==> config.mk <==
export PLATFORM = sky130hd
export DESIGN_NAME = tile_feed_scheduler
export DESIGN_NICKNAME = d
export VERILOG_FILES = /design/src/rtl/tile_feed_scheduler_pkg.sv /design/src/rtl/tile_feed_scheduler_valid_skew_chain.sv /design/src/rtl/tile_feed_scheduler.sv
export SDC_FILE = /design/constraint.sdc
export NUM_CORES = 1
export LEC_CHECK = 0
export ABC_CLOCK_PERIOD_IN_PS = 2700
export BUFFER_PORTS_ARGS = -buffer_cell sky130_fd_sc_hd__buf_4
export CORE_MARGIN = 3
export CORE_UTILIZATION = 26
export CTS_CLUSTER_SIZE = 30
export DETAILED_ROUTE_END_ITERATION = 7
export PLACE_DENSITY = 0.62
export SLEW_MARGIN = 20
export SYNTH_ARGS = -nofsm -noshare
export SYNTH_HDL_FRONTEND = slang
export SYNTH_HIERARCHICAL = 1
export SYNTH_SLANG_ARGS = --single-unit
export TNS_END_PERCENT = 30
==> constraint.sdc <==
create_clock -name clk -period 2.7 [get_ports clk]
set_input_delay 0.27 -clock clk [delete_from_list [all_inputs] [get_ports clk]]
set_output_delay 0.27 -clock clk [all_outputs]
set_load 0.03 [all_outputs]
==> src/rtl/tile_feed_scheduler_pkg.sv <==
// Shared definitions for the tile feed path: FSM encoding and default lane geometry.
// Latency: n/a (types and constants only).
// Backpressure: n/a.
package tile_feed_scheduler_pkg;

  typedef enum logic [1:0] {
    ST_IDLE  = 2'd0,
    ST_FETCH = 2'd1,
    ST_DRAIN = 2'd2,
    ST_DONE  = 2'd3
  } fsm_state_t;

  // Geometry shared with the skew stage and the 8x8 array.
  localparam int unsigned WL_DEFAULT    = 8;
  localparam int unsigned LANES_DEFAULT = 8;

endpackage

==> src/rtl/tile_feed_scheduler_valid_skew_chain.sv <==
// Purpose: DEPTH-deep 1-bit delay line; taps[k] is din delayed k+1 cycles.
// Latency: 1 cycle to taps[0], DEPTH cycles to taps[DEPTH-1].
// Backpressure: none; shifts every cycle, clr empties the whole line at the next edge.
module valid_skew_chain
  import tile_feed_scheduler_pkg::*;
#(
  parameter int unsigned DEPTH = LANES_DEFAULT
) (
  input  logic             clk,
  input  logic             rst,
  input  logic             clr,
  input  logic             din,
  output logic [DEPTH-1:0] taps
);

  logic [DEPTH-1:0] taps_q;
  logic [DEPTH-1:0] taps_d;

  // Shift one position per cycle, or flush everything on clear.
  always_comb begin
    taps_d = {taps_q[DEPTH-2:0], din};
    if (clr) begin
      taps_d = '0;
    end
  end

  // Delay-line storage.
  always_ff @(posedge clk or negedge rst) begin
    if (!rst) begin
      taps_q <= '0;
    end else begin
      taps_q <= taps_d;
    end
  end

  assign taps = taps_q;

endmodule

==> src/rtl/tile_feed_scheduler.sv <==
// Purpose: streams one activation tile from SRAM into the lane skew stage with per-lane valids.
// Latency: first read 1 cycle after start; done pulses L+LANES+1 cycles after start.
// Backpressure: none; reads are contiguous, abort stops reads combinationally and flushes valids.
module tile_feed_scheduler
  import tile_feed_scheduler_pkg::*;
#(
  parameter int unsigned WL    = WL_DEFAULT,
  parameter int unsigned LANES = LANES_DEFAULT,
  parameter int unsigned AW    = 10,
  parameter int unsigned LW    = 10
) (
  input  logic                  clk,
  input  logic                  rst,
  input  logic                  start,
  input  logic                  abort,
  input  logic [AW-1:0]         base_addr,
  input  logic [LW-1:0]         num_vec,
  output logic                  sram_rd_en,
  output logic [AW-1:0]         sram_addr,
  input  logic [LANES*WL-1:0]   sram_rdata,
  output logic [LANES*WL-1:0]   d_out,
  output logic [LANES-1:0]      lane_valid,
  output logic                  busy,
  output logic                  done
);

  fsm_state_t    state_q, state_d;
  logic [AW-1:0] addr_q, addr_d;
  logic [LW-1:0] cnt_q, cnt_d;
  logic [LW-1:0] num_q, num_d;
  logic          busy_q, busy_d;
  logic          done_q, done_d;
  logic          rdata_valid;

  // Next-state, address and vector-count logic; abort overrides every state.
  always_comb begin
    state_d = state_q;
    addr_d  = addr_q;
    cnt_d   = cnt_q;
    num_d   = num_q;
    case (state_q)
      ST_IDLE: begin
        if (start) begin
          if (num_vec != '0) begin
            state_d = ST_FETCH;
            addr_d  = base_addr;
            num_d   = num_vec;
            cnt_d   = '0;
          end else begin
            state_d = ST_DONE;
          end
        end
      end
      ST_FETCH: begin
        addr_d = addr_q + AW'(1);
        cnt_d  = cnt_q + LW'(1);
        if (cnt_q == num_q - LW'(1)) begin
          state_d = ST_DRAIN;
        end
      end
      ST_DRAIN: begin
        // Lanes 0..LANES-2 empty now means the last lane empties at this edge.
        if (lane_valid[LANES-2:0] == '0) begin
          state_d = ST_DONE;
        end
      end
      default: begin
        state_d = ST_IDLE;
      end
    endcase
    if (abort) begin
      state_d = ST_IDLE;
      cnt_d   = '0;
    end
    busy_d = (state_d == ST_FETCH) || (state_d == ST_DRAIN);
    done_d = (state_d == ST_DONE);
  end

  // FSM and tile-parameter registers with registered status outputs.
  always_ff @(posedge clk or negedge rst) begin
    if (!rst) begin
      state_q <= ST_IDLE;
      addr_q  <= '0;
      cnt_q   <= '0;
      num_q   <= '0;
      busy_q  <= 1'b0;
      done_q  <= 1'b0;
    end else begin
      state_q <= state_d;
      addr_q  <= addr_d;
      cnt_q   <= cnt_d;
      num_q   <= num_d;
      busy_q  <= busy_d;
      done_q  <= done_d;
    end
  end

  // Stage 0 of the chain is the SRAM return-valid; stage k lines up with skew lane k.
  valid_skew_chain #(
    .DEPTH (LANES)
  ) u_valid_chain (
    .clk  (clk),
    .rst  (rst),
    .clr  (abort),
    .din  (sram_rd_en),
    .taps (lane_valid)
  );

  assign rdata_valid = lane_valid[0];
  assign sram_rd_en  = (state_q == ST_FETCH) && !abort;
  assign sram_addr   = addr_q;
  assign d_out       = rdata_valid ? sram_rdata : '0;
  assign busy        = busy_q;
  assign done        = done_q;

endmodule

==> flow_metrics.env, run 1 <==
export IMPL_design_area_mm2=0.00430
export IMPL_start_util=0.274
export IMPL_hpwl_um=7880
export IMPL_cp_slowest_stage_delay_ps=410
export IMPL_synthArstFlopShare=1.00
export IMPL_syn2layout_area_growth_pct=56.5
export IMPL_ys_seq_elements=42
export IMPL_rsz0062_at_grt="false"
export IMPL_min_to="num_q[5]$_DFFE_PN0P_"
export IMPL_via_per_inst=4.65
export IMPL_utilization=0.430
export IMPL_worst_clock_skew_ps=5.53
export IMPL_track_usage=0.165
export IMPL_routedWlPerCell_um=15.7
export IMPL_drive_above_1_share=0.400
export IMPL_drt_iter0_drc=102
export IMPL_placed_area_mm2=0.00417
export IMPL_clkTransAtPathRegs_ps=80
export IMPL_fp_dieW_um=109
export IMPL_die_h_um=109
export IMPL_cts_hold_buf=1
export IMPL_path_buf_inv=1
export IMPL_synthFlopType="dfrtp_1"
export IMPL_endpoint_kind="flip-flop"
export IMPL_worst_slew_pin_slew_ps=560
export IMPL_clock_root_buffer="clkbuf_8"
export IMPL_core_area_mm2=0.0100
export IMPL_slew_headroom=0.626
export IMPL_leakage_nw=2.16
export IMPL_synth_top_area_cell="dfrtp_1"
export IMPL_synth_top_area_share=0.383
export IMPL_ys_types=56
export IMPL_layout_min_cycle_time_ps=2320
export IMPL_grt_start_max_net_pins=67
export IMPL_drt_pass1_iter_count=7
export IMPL_syn_nets=409
export IMPL_io_pins=173
export IMPL_cts_resized=0
export IMPL_drc=0
export IMPL_synth_cells=317
export IMPL_yosysSeqAreaShare=0.383
export IMPL_num_rows=36
export IMPL_finalSetupViolCount=0
export IMPL_cp_start_kind="flip-flop"
export IMPL_startpoint="num_q[0]$_DFFE_PN0P_"
export IMPL_dieArea_mm2=0.0118
export IMPL_powerDensity_mw_per_mm2=442
export IMPL_fmax_ghz=0.430
export IMPL_grt_ovfl_total=0
export IMPL_slowest_stage="dfrtp_1"
export IMPL_rr_endpoint="busy$_DFF_PN0_"
export IMPL_fin_cells=621
export IMPL_io_buffers=172
export IMPL_holdPathStages=3
export IMPL_cts_buffers=5
export IMPL_status="finished, final reports clean"
export IMPL_yosys_warnings=6
export IMPL_avgSynthCellArea_um2=8.66
export IMPL_worst_r2r_path_depth=8
export IMPL_r2r_start="num_q[0]$_DFFE_PN0P_"
export IMPL_synth_common_cells="64 x and2_1, 42 x dfrtp_1, 39 x nand2_1"
export IMPL_cp_required_ps=2890
export IMPL_cts_sinks=42
export IMPL_place_ws_ps=378
export IMPL_ant_nets=0
export IMPL_timing_reg2reg_setup_slack_ps=380
export IMPL_synth_edf_count=0
export IMPL_cp_arrival_ps=2510
export IMPL_final_nets=579
export IMPL_vias=2886
export IMPL_cap_violations=0
export IMPL_multiInputGateArea_mm2=0.00161
export IMPL_fillers=1014
export IMPL_wl_um=9770
export IMPL_hold_class="primary input to flip-flop"
export IMPL_synthesis_area_mm2=0.00274
export IMPL_routabilityCongestion=0.859
export IMPL_period_share=0.861
export IMPL_critPathMostFrequentCell="ha_1"
export IMPL_post_cts_setup_buffers=0
export IMPL_grt_pass1_wl_um=15200
export IMPL_hold_viol=0
export IMPL_crit_family="simple AND/OR/NAND/NOR gates"
export IMPL_ir_drop_v=0.000214
export IMPL_antenna_cells=0
export IMPL_placed_cells=612
export IMPL_clock_latency_ps=300
export IMPL_criticalPathCategory="flip-flop to flip-flop"
export IMPL_finalSetupTns_ps=0
export IMPL_synthTopCellsByArea="dfrtp_1 38%, and2_1 15%, nand2_1 5.3%"
export IMPL_path_max_fanout=9
export IMPL_grt_pass1_vias=2873
export IMPL_maxSlewViolCount=0
export IMPL_clockBufferDepth=2
export IMPL_ctsHtreeMaxLevel=2
export IMPL_crit_chain="inv_1 > ha_1 > nor2b_1 > or3_1 > a31oi_1 > nand4_1 > o31ai_1 > ha_1"
export IMPL_min_delay_start="num_vec[5]"
export IMPL_seq_area_mm2=0.00105
export IMPL_antenna_found_initial=0
export IMPL_cts_tree="built"
export IMPL_yosysMostFrequentCell="and2_1"
export IMPL_worst_slack_ps=376
## cells by family (layout without fill, tap and decap cells)
| family | count (synthesis) | after routing | synth area share |
|---|---|---|---|
| buffers and inverters | 20 | 191 | 0.0301 |
| and+or+nand+nor | 186 | 186 | 0.384 |
| muxes | 1 | 1 | 0.00365 |
| DFF | 42 | 42 | 0.383 |
| AOI/OAI and AO/OA | 48 | 48 | 0.127 |
| xor gates and xnor gates | 16 | 16 | 0.0538 |
| adders and majority gates | 4 | 4 | 0.0182 |
## layer usage
layer,global-route usage,share of wire,vias to the layer above
li1,-,-,1417
met1,0.185,0.36,1352
met2,0.301,0.55,107
met3,0.0616,0.084,10
met4,0.0280,0.0077,0
met5,0,0,-
## flip-flops by register name, summed over array words and instances, names as in the netlist
name / flops
cnt_q: 10
u_valid_chain/taps: 8
sram_addr: 10
done: 1
busy: 1
num_q: 10
state_q: 2
## stage by stage
stage	hold WS [ps]	total power, W
after floorplan	-25.6	0.00112
after global placement	292	0.00139
after detailed placement	303	0.00140
after CTS	163	0.00192
after global routing	169	0.00202
final	171	0.00190
## worst max path at each step
stage / cells past startpoint / slack (ps) / to
finish: 8 / 380 / busy$_DFF_PN0_
global route: 8 / 190 / busy$_DFF_PN0_
CTS: 8 / 350 / busy$_DFF_PN0_
detailed placement: 8 / 380 / busy$_DFF_PN0_
global placement: 8 / 480 / busy$_DFF_PN0_
floorplan: 8 / 610 / busy$_DFF_PN0_
## where the power goes
group          total (W)  internal (W)  leakage (nW)  switching (W)
sequential      0.000766      0.000687         0.538      0.0000793
clock           0.000510      0.000275        0.0504       0.000235
combinational   0.000621      0.000282          1.57       0.000339
## layout by cell type, fill, tap and decap left out, types with 6 or more instances in the layout
master,count
inv_1,6
nor2_1,27
xnor2_1,9
nor2b_1,11
a21oi_1,10
o21ai_0,8
nand3_1,10
nand2_1,39
xor2_1,6
buf_4,176
and2_1,64
dfrtp_1,42
## worst reg2reg max path, stage by stage (launching register included)
cell and delay (ps):
dfrtp_1 410, inv_1 80, ha_1 290, nor2b_1 160
or3_1 340, a31oi_1 170, nand4_1 130, o31ai_1 340
ha_1 290
## cell type report
| cell class | count | area share |
|---|---|---|
| Tap cell | 133 | 0.0387 |
| Clock inverter | 3 | 0.0105 |
| Sequential cell | 42 | 0.245 |
| Timing Repair Buffer | 177 | 0.310 |
| Inverter | 6 | 0.00524 |
| Multi-Input combinational cell | 255 | 0.375 |
| Clock buffer | 5 | 0.0160 |
Note: power is estimated with default switching activity, not from simulation.
==> inputs of run 2 (changes only) <==
- ABC_CLOCK_PERIOD_IN_PS: 2700 -> 2800
- clock period: 2.7 -> 2.8 ns (I/O delays scaled with it)
==> run 2 against run 1 <==
Non-clock buffer count is the same. Setup slack gained 82 ps. Count of clock-buffer cells in the layout grew 2. Combinational power shrank 3.7%. Sequential power shrank 3.4%. Critical endpoint unchanged. Power shrank 4.4%. Die area is the same. Highest routed layer unchanged. Final area shrank 0.17%. Largest power group unchanged. Register-to-register slack gained 80 ps. Cell count is the same.
==> flow_metrics.env, run 2 (synthesized netlist as in run 1, its figures left out) <==
export IMPL_ctsHtreeMaxLevel=2
export IMPL_antenna_cells=0
export IMPL_hold_class="primary input to flip-flop"
export IMPL_placed_cells=612
export IMPL_cts_sinks=42
export IMPL_top_layer="met4"
export IMPL_min_delay_start="num_vec[4]"
export IMPL_holdPathStages=3
export IMPL_design_area_mm2=0.00429
export IMPL_antenna_found_initial=0
export IMPL_cp_slowest_stage_delay_ps=420
export IMPL_crit_family="simple AND/OR/NAND/NOR gates"
export IMPL_wl_met3_um=865
export IMPL_fp_dieW_um=109
export IMPL_fmax_ghz=0.427
export IMPL_worst_r2r_path_depth=8
export IMPL_cp_arrival_ps=2530
export IMPL_clockBufferDepth=2
export IMPL_final_nets=579
export IMPL_finalSetupTns_ps=0
export IMPL_cts_resized=0
export IMPL_rsz0062_at_grt="false"
export IMPL_die_h_um=109
export IMPL_placed_area_mm2=0.00417
export IMPL_syn2layout_area_growth_pct=56.3
export IMPL_cts_buffers=5
export IMPL_leakage_nw=2.16
export IMPL_powerDensity_mw_per_mm2=423
export IMPL_period_share=0.836
export IMPL_clock_latency_ps=300
export IMPL_start_util=0.274
export IMPL_routabilityCongestion=0.875
export IMPL_routedWlPerCell_um=16.0
export IMPL_via_per_inst=4.64
export IMPL_fillers=1017
export IMPL_worst_clock_skew_ps=11.0
export IMPL_layout_cells_most_common="buf_4"
export IMPL_grt_ovfl_total=0
export IMPL_track_usage=0.168
export IMPL_num_rows=36
export IMPL_io_buffers=172
export IMPL_endpoint_kind="flip-flop"
export IMPL_multiInputGateArea_mm2=0.00161
export IMPL_r2r_start="num_q[0]$_DFFE_PN0P_"
export IMPL_path_buf_inv=1
export IMPL_finalSetupViolCount=0
export IMPL_final_cell_mix="176 x buf_4, 64 x and2_1, 42 x dfrtp_1, 39 x nand2_1, 27 x nor2_1"
export IMPL_dieArea_mm2=0.0118
export IMPL_min_to="num_q[4]$_DFFE_PN0P_"
export IMPL_slowest_stage="dfrtp_1"
export IMPL_wl_met2_um=5420
export IMPL_status="finished, final reports clean"
export IMPL_drt_pass1_iter_count=4
export IMPL_path_max_fanout=9
export IMPL_seq_area_mm2=0.00105
export IMPL_grt_pass1_wl_um=15500
export IMPL_criticalPathCategory="flip-flop to flip-flop"
export IMPL_slew_headroom=0.643
export IMPL_clkTransAtPathRegs_ps=90
export IMPL_cp_required_ps=2990
export IMPL_drc=0
export IMPL_timing_reg2reg_setup_slack_ps=460
export IMPL_cap_violations=0
export IMPL_grt_pass1_vias=3016
export IMPL_layout_min_cycle_time_ps=2340
export IMPL_cp_start_kind="flip-flop"
export IMPL_ant_nets=0
export IMPL_hpwl_um=7980
export IMPL_cts_tree="built"
export IMPL_core_area_mm2=0.0100
export IMPL_crit_chain="inv_1 > ha_1 > nor2b_1 > or3_1 > a31oi_1 > nand4_1 > o31ai_1 > ha_1"
export IMPL_drt_iter0_drc=77
export IMPL_grt_start_max_net_pins=67
export IMPL_clock_root_buffer="clkbuf_8"
export IMPL_fin_cells=621
export IMPL_rr_endpoint="busy$_DFF_PN0_"
export IMPL_vias=2883
export IMPL_ir_drop_v=0.000173
export IMPL_met1_length_um=3560
export IMPL_hold_viol=0
export IMPL_maxSlewViolCount=0
export IMPL_drive_above_1_share=0.395
export IMPL_io_pins=173
export IMPL_wl_um=9930
export IMPL_critPathMostFrequentCell="ha_1"
export IMPL_worst_slew_pin_slew_ps=535
[run 2: changes by cell type in the layout (fill, tap and decap cells not counted), sizes merged]
cell	change
clkbuf	+2
clkinvlp	-2
[run 2: metrics by stage]
step / hold WS [ps] / total power, W / setup slack (ps) / utilization
after global routing: 191 / 0.00192 / 300 / 0.429
after floorplan: -15.6 / 0.00108 / 705 / -
after detailed placement: 306 / 0.00135 / 497 / 0.417
after global placement: 303 / 0.00134 / 576 / 0.417
after CTS: 179 / 0.00183 / 464 / 0.429
final: 184 / 0.00181 / 459 / 0.429
[run 2: tightest hold or removal path: stages]
cell	delay, ps
buf_4	80
nand2_1	40
nand2_1	40
[run 2: final cells by class]
| type | count | share of cell area |
|---|---|---|
| inverters | 6 | 0.00525 |
| multi-input cells | 255 | 0.376 |
| repair buffers | 177 | 0.310 |
| flip-flops and latches | 42 | 0.245 |
| well taps | 133 | 0.0388 |
| clock inverters | 1 | 0.00700 |
| clock buffers | 7 | 0.0178 |
[run 2: what timing repair did]
item	4_1_cts	5_1_grt
endpoints found under the hold margin	42	0
setup buffers	0	0
setup endpoints to repair	0	0
hold buffers	1	0
[run 2: worst max path at each step]
stage                                    start              to  slack, ps  depth (start not counted)
after CTS                 num_q[0]$_DFFE_PN0P_  busy$_DFF_PN0_        460                          8
after detailed placement  num_q[0]$_DFFE_PN0P_  busy$_DFF_PN0_        500                          8
after floorplan           num_q[0]$_DFFE_PN0P_  busy$_DFF_PN0_        710                          8
final                     num_q[0]$_DFFE_PN0P_  busy$_DFF_PN0_        460                          8
after global routing      num_q[0]$_DFFE_PN0P_  busy$_DFF_PN0_        300                          8
after global placement    num_q[0]$_DFFE_PN0P_  busy$_DFF_PN0_        580                          8
[run 2: layer usage]
metal / vias up / global-route usage
met1: 1371 / 0.177
met5: - / 0
met4: 0 / 0.0280
met2: 93 / 0.317
met3: 6 / 0.0669
li1: 1413 / -
[run 2: power by group]
group,internal [W],switching (W)
sequential,0.000662,0.0000783
clock,0.000267,0.000209
combinational,0.000272,0.000327
total,0.00120,0.000614
